### config.mk
export PLATFORM = sky130hd
export DESIGN_NAME = control_unit
export DESIGN_NICKNAME = d
export VERILOG_FILES = /design/src/rtl/control_unit.sv
export SDC_FILE = /design/constraint.sdc
export NUM_CORES = 1
export LEC_CHECK = 0
export ABC_AREA = 1
export CAP_MARGIN = 0
export CELL_PAD_IN_SITES_DETAIL_PLACEMENT = 2
export CELL_PAD_IN_SITES_GLOBAL_PLACEMENT = 2
export CORE_ASPECT_RATIO = 2
export CORE_MARGIN = 3
export CORE_UTILIZATION = 19
export CTS_CLUSTER_DIAMETER = 80
export DETAILED_ROUTE_END_ITERATION = 10
export GPL_TIMING_DRIVEN = 0
export PLACE_DENSITY_LB_ADDON = 0.2
export SLEW_MARGIN = 20
export SYNTH_ARGS = -nofsm -noshare
export SYNTH_HDL_FRONTEND = slang
export SYNTH_SLANG_ARGS = --single-unit
export TNS_END_PERCENT = 30
### constraint.sdc
create_clock -name clk -period 5.6 [get_ports clk]
set_input_delay 1.4 -clock clk [delete_from_list [all_inputs] [get_ports clk]]
set_output_delay 1.4 -clock clk [all_outputs]
set_load 0.02 [all_outputs]
### src/rtl/control_unit.sv
// Hardwired Moore controller for the single-bus Mini SRC datapath.
// Sequences fetch (T0-T2), decodes ir[31:27] and drives the execute steps
// (T3-T7) for each instruction, then returns to fetch or parks in HALT.
module control_unit (
  input  logic        clk,
  input  logic        reset,
  input  logic [31:0] ir,
  input  logic        con_ff,
  output logic        run,
  // Bus-drive strobes
  output logic        HIout,
  output logic        LOout,
  output logic        Zhighout,
  output logic        Zlowout,
  output logic        PCout,
  output logic        MDRout,
  output logic        INout,
  output logic        Cout,
  output logic        BAout,
  output logic        Rout,
  // Register-load strobes
  output logic        HIin,
  output logic        LOin,
  output logic        PCin,
  output logic        IRin,
  output logic        Zin,
  output logic        Yin,
  output logic        MARin,
  output logic        MDRin,
  output logic        CONin,
  output logic        OUT_Portin,
  output logic        Rin,
  // Register-select strobes
  output logic        Gra,
  output logic        Grb,
  output logic        Grc,
  // PC, memory and CON control
  output logic        IncPC,
  output logic        Read,
  output logic        read_mem,
  output logic        write_mem,
  output logic        PCSave,
  output logic        CON_RESET,
  // ALU op selects, one-hot or all zero
  output logic        AND,
  output logic        OR,
  output logic        ADD,
  output logic        SUB,
  output logic        MUL,
  output logic        DIV,
  output logic        SHR,
  output logic        SHRA,
  output logic        SHL,
  output logic        ROR,
  output logic        ROL,
  output logic        NEG,
  output logic        NOT
);

  localparam logic [4:0] OpLd   = 5'b00000;
  localparam logic [4:0] OpLdi  = 5'b00001;
  localparam logic [4:0] OpSt   = 5'b00010;
  localparam logic [4:0] OpAdd  = 5'b00011;
  localparam logic [4:0] OpSub  = 5'b00100;
  localparam logic [4:0] OpAnd  = 5'b00101;
  localparam logic [4:0] OpOr   = 5'b00110;
  localparam logic [4:0] OpRor  = 5'b00111;
  localparam logic [4:0] OpRol  = 5'b01000;
  localparam logic [4:0] OpShr  = 5'b01001;
  localparam logic [4:0] OpShra = 5'b01010;
  localparam logic [4:0] OpShl  = 5'b01011;
  localparam logic [4:0] OpAddi = 5'b01100;
  localparam logic [4:0] OpAndi = 5'b01101;
  localparam logic [4:0] OpOri  = 5'b01110;
  localparam logic [4:0] OpDiv  = 5'b01111;
  localparam logic [4:0] OpMul  = 5'b10000;
  localparam logic [4:0] OpNeg  = 5'b10001;
  localparam logic [4:0] OpNot  = 5'b10010;
  localparam logic [4:0] OpBr   = 5'b10011;
  localparam logic [4:0] OpJr   = 5'b10100;
  localparam logic [4:0] OpJal  = 5'b10101;
  localparam logic [4:0] OpIn   = 5'b10110;
  localparam logic [4:0] OpOut  = 5'b10111;
  localparam logic [4:0] OpMfhi = 5'b11000;
  localparam logic [4:0] OpMflo = 5'b11001;
  localparam logic [4:0] OpHalt = 5'b11011;

  typedef enum logic [3:0] {
    StRst, StT0, StT1, StT2, StT3, StT4, StT5, StT6, StT7, StHalt
  } state_e;

  state_e     state_q, state_d;
  logic [4:0] op;
  logic [2:0] last;
  logic       unused_ir;

  // Only the opcode field matters here; the rest of IR feeds the datapath.
  assign op        = ir[31:27];
  assign unused_ir = ^ir[26:0];

  // Final execute step of each instruction; nop, undefined opcodes and the
  // single-step instructions finish in T3.
  function automatic logic [2:0] last_step(input logic [4:0] o);
    case (o)
      OpLd, OpSt:                       last_step = 3'd7;
      OpMul, OpDiv, OpBr:               last_step = 3'd6;
      OpAdd, OpSub, OpAnd, OpOr, OpRor, OpRol, OpShr, OpShra, OpShl,
      OpAddi, OpAndi, OpOri, OpLdi:     last_step = 3'd5;
      OpNeg, OpNot, OpJal:              last_step = 3'd4;
      default:                          last_step = 3'd3;
    endcase
  endfunction

  assign last = last_step(op);

  // Step sequencing: fetch, then execute up to the opcode's final step.
  always_comb begin
    state_d = state_q;
    unique case (state_q)
      StRst:  state_d = StT0;
      StT0:   state_d = StT1;
      StT1:   state_d = StT2;
      StT2:   state_d = StT3;
      StT3: begin
        if (op == OpHalt)     state_d = StHalt;
        else if (last == 3'd3) state_d = StT0;
        else                  state_d = StT4;
      end
      StT4:   state_d = (last == 3'd4) ? StT0 : StT5;
      StT5:   state_d = (last == 3'd5) ? StT0 : StT6;
      StT6:   state_d = (last == 3'd6) ? StT0 : StT7;
      StT7:   state_d = StT0;
      StHalt: state_d = StHalt;
      default: state_d = StRst;
    endcase
  end

  // State register; reset overrides any step, including mid-instruction.
  always_ff @(posedge clk) begin
    if (reset) state_q <= StRst;
    else       state_q <= state_d;
  end

  // Moore decode of every strobe from the current step and opcode.
  always_comb begin
    run = (state_q != StHalt);
    {HIout, LOout, Zhighout, Zlowout, PCout, MDRout, INout, Cout, BAout, Rout} = '0;
    {HIin, LOin, PCin, IRin, Zin, Yin, MARin, MDRin, CONin, OUT_Portin, Rin} = '0;
    {Gra, Grb, Grc} = '0;
    {IncPC, Read, read_mem, write_mem, PCSave, CON_RESET} = '0;
    {AND, OR, ADD, SUB, MUL, DIV, SHR, SHRA, SHL, ROR, ROL, NEG, NOT} = '0;

    unique case (state_q)
      StRst: CON_RESET = 1'b1;
      StT0: begin
        IncPC = 1'b1;
        MARin = 1'b1;
        PCin  = 1'b1;
      end
      StT1: begin
        Read     = 1'b1;
        read_mem = 1'b1;
        MDRin    = 1'b1;
      end
      StT2: begin
        MDRout = 1'b1;
        IRin   = 1'b1;
      end
      StHalt: ;
      default: begin
        case (op)
          OpAdd, OpSub, OpAnd, OpOr, OpRor, OpRol, OpShr, OpShra, OpShl: begin
            case (state_q)
              StT3: begin Grb = 1'b1; Rout = 1'b1; Yin = 1'b1; end
              StT4: begin
                Grc  = 1'b1;
                Rout = 1'b1;
                Zin  = 1'b1;
                case (op)
                  OpAdd:   ADD  = 1'b1;
                  OpSub:   SUB  = 1'b1;
                  OpAnd:   AND  = 1'b1;
                  OpOr:    OR   = 1'b1;
                  OpRor:   ROR  = 1'b1;
                  OpRol:   ROL  = 1'b1;
                  OpShr:   SHR  = 1'b1;
                  OpShra:  SHRA = 1'b1;
                  OpShl:   SHL  = 1'b1;
                  default: ;
                endcase
              end
              StT5: begin Zlowout = 1'b1; Gra = 1'b1; Rin = 1'b1; end
              default: ;
            endcase
          end
          OpAddi, OpAndi, OpOri: begin
            case (state_q)
              StT3: begin Grb = 1'b1; Rout = 1'b1; Yin = 1'b1; end
              StT4: begin
                Cout = 1'b1;
                Zin  = 1'b1;
                ADD  = (op == OpAddi);
                AND  = (op == OpAndi);
                OR   = (op == OpOri);
              end
              StT5: begin Zlowout = 1'b1; Gra = 1'b1; Rin = 1'b1; end
              default: ;
            endcase
          end
          OpMul, OpDiv: begin
            case (state_q)
              StT3: begin Gra = 1'b1; Rout = 1'b1; Yin = 1'b1; end
              StT4: begin
                Grb  = 1'b1;
                Rout = 1'b1;
                Zin  = 1'b1;
                MUL  = (op == OpMul);
                DIV  = (op == OpDiv);
              end
              StT5: begin Zlowout = 1'b1; LOin = 1'b1; end
              StT6: begin Zhighout = 1'b1; HIin = 1'b1; end
              default: ;
            endcase
          end
          OpNeg, OpNot: begin
            case (state_q)
              StT3: begin
                Grb  = 1'b1;
                Rout = 1'b1;
                Zin  = 1'b1;
                NEG  = (op == OpNeg);
                NOT  = (op == OpNot);
              end
              StT4: begin Zlowout = 1'b1; Gra = 1'b1; Rin = 1'b1; end
              default: ;
            endcase
          end
          // ld, ldi and st share the effective-address computation in T3-T4.
          OpLd, OpLdi, OpSt: begin
            case (state_q)
              StT3: begin Grb = 1'b1; BAout = 1'b1; Yin = 1'b1; end
              StT4: begin Cout = 1'b1; ADD = 1'b1; Zin = 1'b1; end
              StT5: begin
                Zlowout = 1'b1;
                if (op == OpLdi) begin
                  Gra = 1'b1;
                  Rin = 1'b1;
                end else begin
                  MARin = 1'b1;
                end
              end
              StT6: begin
                if (op == OpLd) begin
                  Read     = 1'b1;
                  read_mem = 1'b1;
                  MDRin    = 1'b1;
                end else begin
                  Gra   = 1'b1;
                  Rout  = 1'b1;
                  MDRin = 1'b1;
                end
              end
              StT7: begin
                if (op == OpLd) begin
                  MDRout = 1'b1;
                  Gra    = 1'b1;
                  Rin    = 1'b1;
                end else begin
                  write_mem = 1'b1;
                end
              end
              default: ;
            endcase
          end
          OpBr: begin
            case (state_q)
              StT3: begin Gra = 1'b1; Rout = 1'b1; CONin = 1'b1; end
              StT4: begin PCout = 1'b1; Yin = 1'b1; end
              StT5: begin Cout = 1'b1; ADD = 1'b1; Zin = 1'b1; end
              // CON FF was loaded at the end of T3, so it is settled here.
              StT6: begin Zlowout = 1'b1; PCin = con_ff; end
              default: ;
            endcase
          end
          OpJr: begin
            if (state_q == StT3) begin Gra = 1'b1; Rout = 1'b1; PCin = 1'b1; end
          end
          OpJal: begin
            case (state_q)
              StT3: PCSave = 1'b1;
              StT4: begin Gra = 1'b1; Rout = 1'b1; PCin = 1'b1; end
              default: ;
            endcase
          end
          OpIn: begin
            if (state_q == StT3) begin INout = 1'b1; Gra = 1'b1; Rin = 1'b1; end
          end
          OpOut: begin
            if (state_q == StT3) begin Gra = 1'b1; Rout = 1'b1; OUT_Portin = 1'b1; end
          end
          OpMfhi: begin
            if (state_q == StT3) begin HIout = 1'b1; Gra = 1'b1; Rin = 1'b1; end
          end
          OpMflo: begin
            if (state_q == StT3) begin LOout = 1'b1; Gra = 1'b1; Rin = 1'b1; end
          end
          // nop, halt and undefined opcodes drive nothing in T3.
          default: ;
        endcase
      end
    endcase
  end

endmodule

Word level (Yosys, flattened, before mapping)
Memories as Yosys holds them, arrays and structs flattened. Index checks and enable logic that the tools add are counted.

Flip-flop bits (word level): 4. ROM bits: 96. Output and inout port bits: 44. Word-level logic and storage cells: 191. Memories: 1.

Equal/unequal tests: 40. Multiplexer cells: 127. Reduce and logical (&&, ||, !) cells: 22.

Memories: (no name shown) (depth 32, bits a word 3, rd ports 1, clocked after memory_dff 0, wr ports 0, line 104) `case (o)`.

Operators by type and width (number): $mux W1 (102); $eq A5 B5 Y1 const B (11); $eq A5 B4 Y1 const B (8); $pmux W4 S9 (1); $reduce_or A17 Y1 (2); $pmux W1 S2 (11); $eq A5 B3 Y1 const B (4); $eq A4 B3 Y1 const B (4); $pmux W1 S4 (4); $reduce_or A8 Y1 (2); $pmux W1 S3 (4); $reduce_or A12 Y1 (1); $reduce_or A3 Y1 (4); $reduce_or A4 Y1 (3); $reduce_or A11 Y1 (1); $eq A5 B2 Y1 const B (2); $eq A3 B3 Y1 const B (3); $mux W3 (3); $reduce_or A9 Y1 (1); $eq A4 B2 Y1 const B (2); $eq A4 B4 Y1 const B (2); $mux W4 (2); $reduce_or A2 Y1 (4); $reduce_or A6 Y1 (1); 7 further kinds (7).

Longest topological paths before layout
Depth in word-level cells: 5. Depth in mapped cells: 11.

Worst setup path before layout
No wires, ideal clock.

Path kind: input -> output. Start: in ir[27]. End: out read_mem. Data arrival time: 2.770 ns. Slack: 1.430 ns. Stages on the path: 7. Cell sequence: inv_1 > ha_1 > nand2_4 > inv_2 > nand2_1 > o21ai_0 > buf_4.

Longest elaborated chain between the ends: 5.

RTL lines: start: declaration (line 7) `input logic [31:0] ir,`; $logic_not A5 Y1; $mux W1 (2 in series); $mux W1 (*); $pmux W1 S2 (*); end: declaration (line 40) `output logic read_mem,`.

Every way passes the cells marked *; elsewhere a longest branch is shown, timed or not.

Worst setup path in the final report
Start: in ir[27]. End: out Zin.

Longest elaborated chain between the ends: 4.

RTL lines: $eq A5 B4 Y1, or another cell as far along (line 171) `case (op)`; $reduce_or A17 Y1 (no line) / $reduce_or A2 Y1 (equally long branches); $pmux W1 S3 (*) (line 171); $mux W1 (*) (line 153) `unique case (state_q)`; end: declaration (line 26) `output logic Zin,`.

Marks and branches as above.

==> results.yml <==
global_routing:
  gr-total-overflow: 0
  track_usage_pct: 16.7
  grt_pass1_vias: 2012
  antenna_found_initial: 0
  grt_max_degree: 11
  grt_first_pass_wirelength_mm: 10.7
clocking:
  numCtsBuffers: 3
  clkSinkCount: 4
  cts.repair.resized: 0
  cts_tree: "built"
  cts.clk_slew.worst_paths_ns: 0.03
  post_cts_buffers: 0
  cts-root-buf: "clkbuf_16"
  clk_latency_ns: 0.23
  cts_hold_buf: 0
  ctsHtreeMaxLevel: 1
  clockBufferDepth: 2
critical_path:
  r2r_start: "state_q[2]"
  r2r_slack_ns: 4.26
  cp.arrival_ns: 3.89
  r2r_end: "state_q[3]"
  crit_type: "in2out"
  crit_required_ns: 4.20
  worst_setup_path_start_kind: "primary input"
  crit_fanout: 7
  end_kind: "primary output"
  r2r_cells: 6
timing:
  worst_slack_ns: 0.310
  timing_hold_violations_final: 0
  fin_crit_ns: 5.29
  tightest_slew_ns: 0.399
  maxSlewViolCount: 0
  setup_viol: 0
  clock_skew_ns: 0.00328
  setup-tns-final_ns: 0
  maxSlewHeadroom_pct: 73.3
  hold_ws_ns: 0.700
  fin_crit_sh_pct: 94.5
  maxClockFrequency_mhz: 189
  rsz0062_at_grt: "no"
floorplan:
  die_h_um: 126
  core_um2: 6940
  dieArea_um2: 8280
  rows: 43
  pin_count: 79
  start_util_pct: 19.6
  fp.dieW_um: 65.9
worst_hold_path:
  min_from: "state_q[3]"
  hp-class: "reg2reg"
  hold_path_end: "state_q[0]"
  whs_path_depth: 4
synthesis:
  synthFlopType: "dfxtp_1"
  synthDistinctLibCells: 35
  async_flop_share_pct: 0
  ys_ff_latch: 4
  synth_most_common_cell: "nand2_1"
  synth_top_area_cell: "nand2_1"
  yosys_warnings: 0
  syn_area_per_cell_um2: 5.40
  yosys.area.top_type_share_pct: 18.8
  synth-seq-area-share_pct: 5.88
  syn_area_um2: 1360
  synth_nets: 292
  synth_enable_flop_cells: 0
  synth_common_cells: "nand2_1 (68), nor2_1 (49), inv_1 (32)"
  synth_top_cells_by_area: "nand2_1 (19%), nor2_1 (14%), nand3_1 (8.8%)"
  synth_cells: 252
final_layout:
  num-nets-final: 346
  fin_area_um2: 2040
  top_register: "state_q"
  largest_reg_flops: 4
  largest_registers: "state_q (4)"
  n_fill_cell: 879
  drive_gt1_share_pct: 14.5
  insertedDiodeCount: 0
  areaGrowthSynthToFinish_pct: 49.8
  finish.utilization_pct: 29.4
status:
  status: "finished clean"
flow_run:
  drv_cap: 0
route:
  drt-vias-per-instance: 4.56
  drt_iter0_markers: 70
  met1_length_mm: 2.28
  dr.pass1.iters: 4
  routedWlPerCell_um: 16.6
  highest_layer: "met4"
  wl_met3_um: 79
  dr_total_vias: 1797
  totalWireLength_mm: 6.52
  ant_nets: 0
  drc_errors: 0
  met2RoutedLength_mm: 4.06
power:
  powerDensity_nw_per_um2: 122
  ir_drop_mv: 0.186
  power_leakage_nw: 0.958
place:
  io_buffer_count: 49
  place.gp.congestion: 0.847
  hpwl_mm: 5.59
  placed_area_um2: 1960
  preCtsSetupSlack_ns: 0.290
==> cells by family (layout without fill, tap and decap cells) <==
logic type | Yosys count | in the layout | share of synthesized area, %
buf+inv | 49 | 101 | 18.0
flops | 4 | 4 | 5.88
simple gates | 169 | 169 | 59.7
compound gates | 25 | 25 | 11.9
fa+ha+maj | 5 | 5 | 4.60
==> worst max-delay path by stage <==
stage	slack, ns	end	start	cells after the start
final	0.31	Zin	ir[27]	12
after global routing	0.12	Zin	ir[27]	12
after CTS	0.29	Zin	ir[27]	12
after detailed placement	0.29	Zin	ir[27]	12
after global placement	0.30	Zin	ir[27]	12
after floorplan	1.43	read_mem	ir[27]	7
==> placed cells by master (no fill, tap or decap), drive strengths merged, types with 3 or more instances in the layout <==
cell           Yosys  final
clkbuf             0      3
nand3             28     28
nand2             75     75
o211ai             4      4
dfxtp              4      4
a21oi              9      9
nor3               3      3
nor2              56     56
ha                 5      5
o21ai              8      8
buf               10     10
nand4              3      3
inv               39     39
clkdlybuf4s50      0     49
==> power by group <==
part           total, mW  switching [mW]  internal (mW)
registers         0.0331         0.00278         0.0303
logic              0.103          0.0662         0.0369
clock network      0.113          0.0213         0.0913
==> critical path: stages <==
cell and delay [ns]:
clkdlybuf4s50_1 0.57, inv_1 0.12, ha_1 0.33, nand2_1 0.14, nand2_1 0.06, nand2_1 0.07
nand3_2 0.08, nor2_2 0.22, nand2_1 0.10, nand2_2 0.11, nand3_1 0.12, clkdlybuf4s50_1 0.57
==> final cells by class <==
cell class	instances	area (µm²)	area share [%]
Buffer	10	88.8	4.36
Clock buffer	3	75.1	3.68
Inverter	39	156	7.67
Multi-Input combinational cell	199	1040	50.8
Sequential cell	4	80.1	3.93
Tap cell	90	113	5.52
Timing Repair Buffer	49	490	24.0
==> routing by layer <==
metal / global-route usage, % / up-vias
met5: 0 / -
met4: 3.79 / 0
met3: 0.981 / 8
met2: 35.1 / 29
met1: 16.5 / 863
li1: - / 897
==> per-stage QoR <==
stage | total power [mW] | instances
finish | 0.249 | 394
global route | 0.264 | 394
CTS | 0.252 | 394
detailed placement | 0.138 | 391
global placement | 0.137 | 391
floorplan | 0.100 | 252
Note: power is estimated with default switching activity, not from simulation.
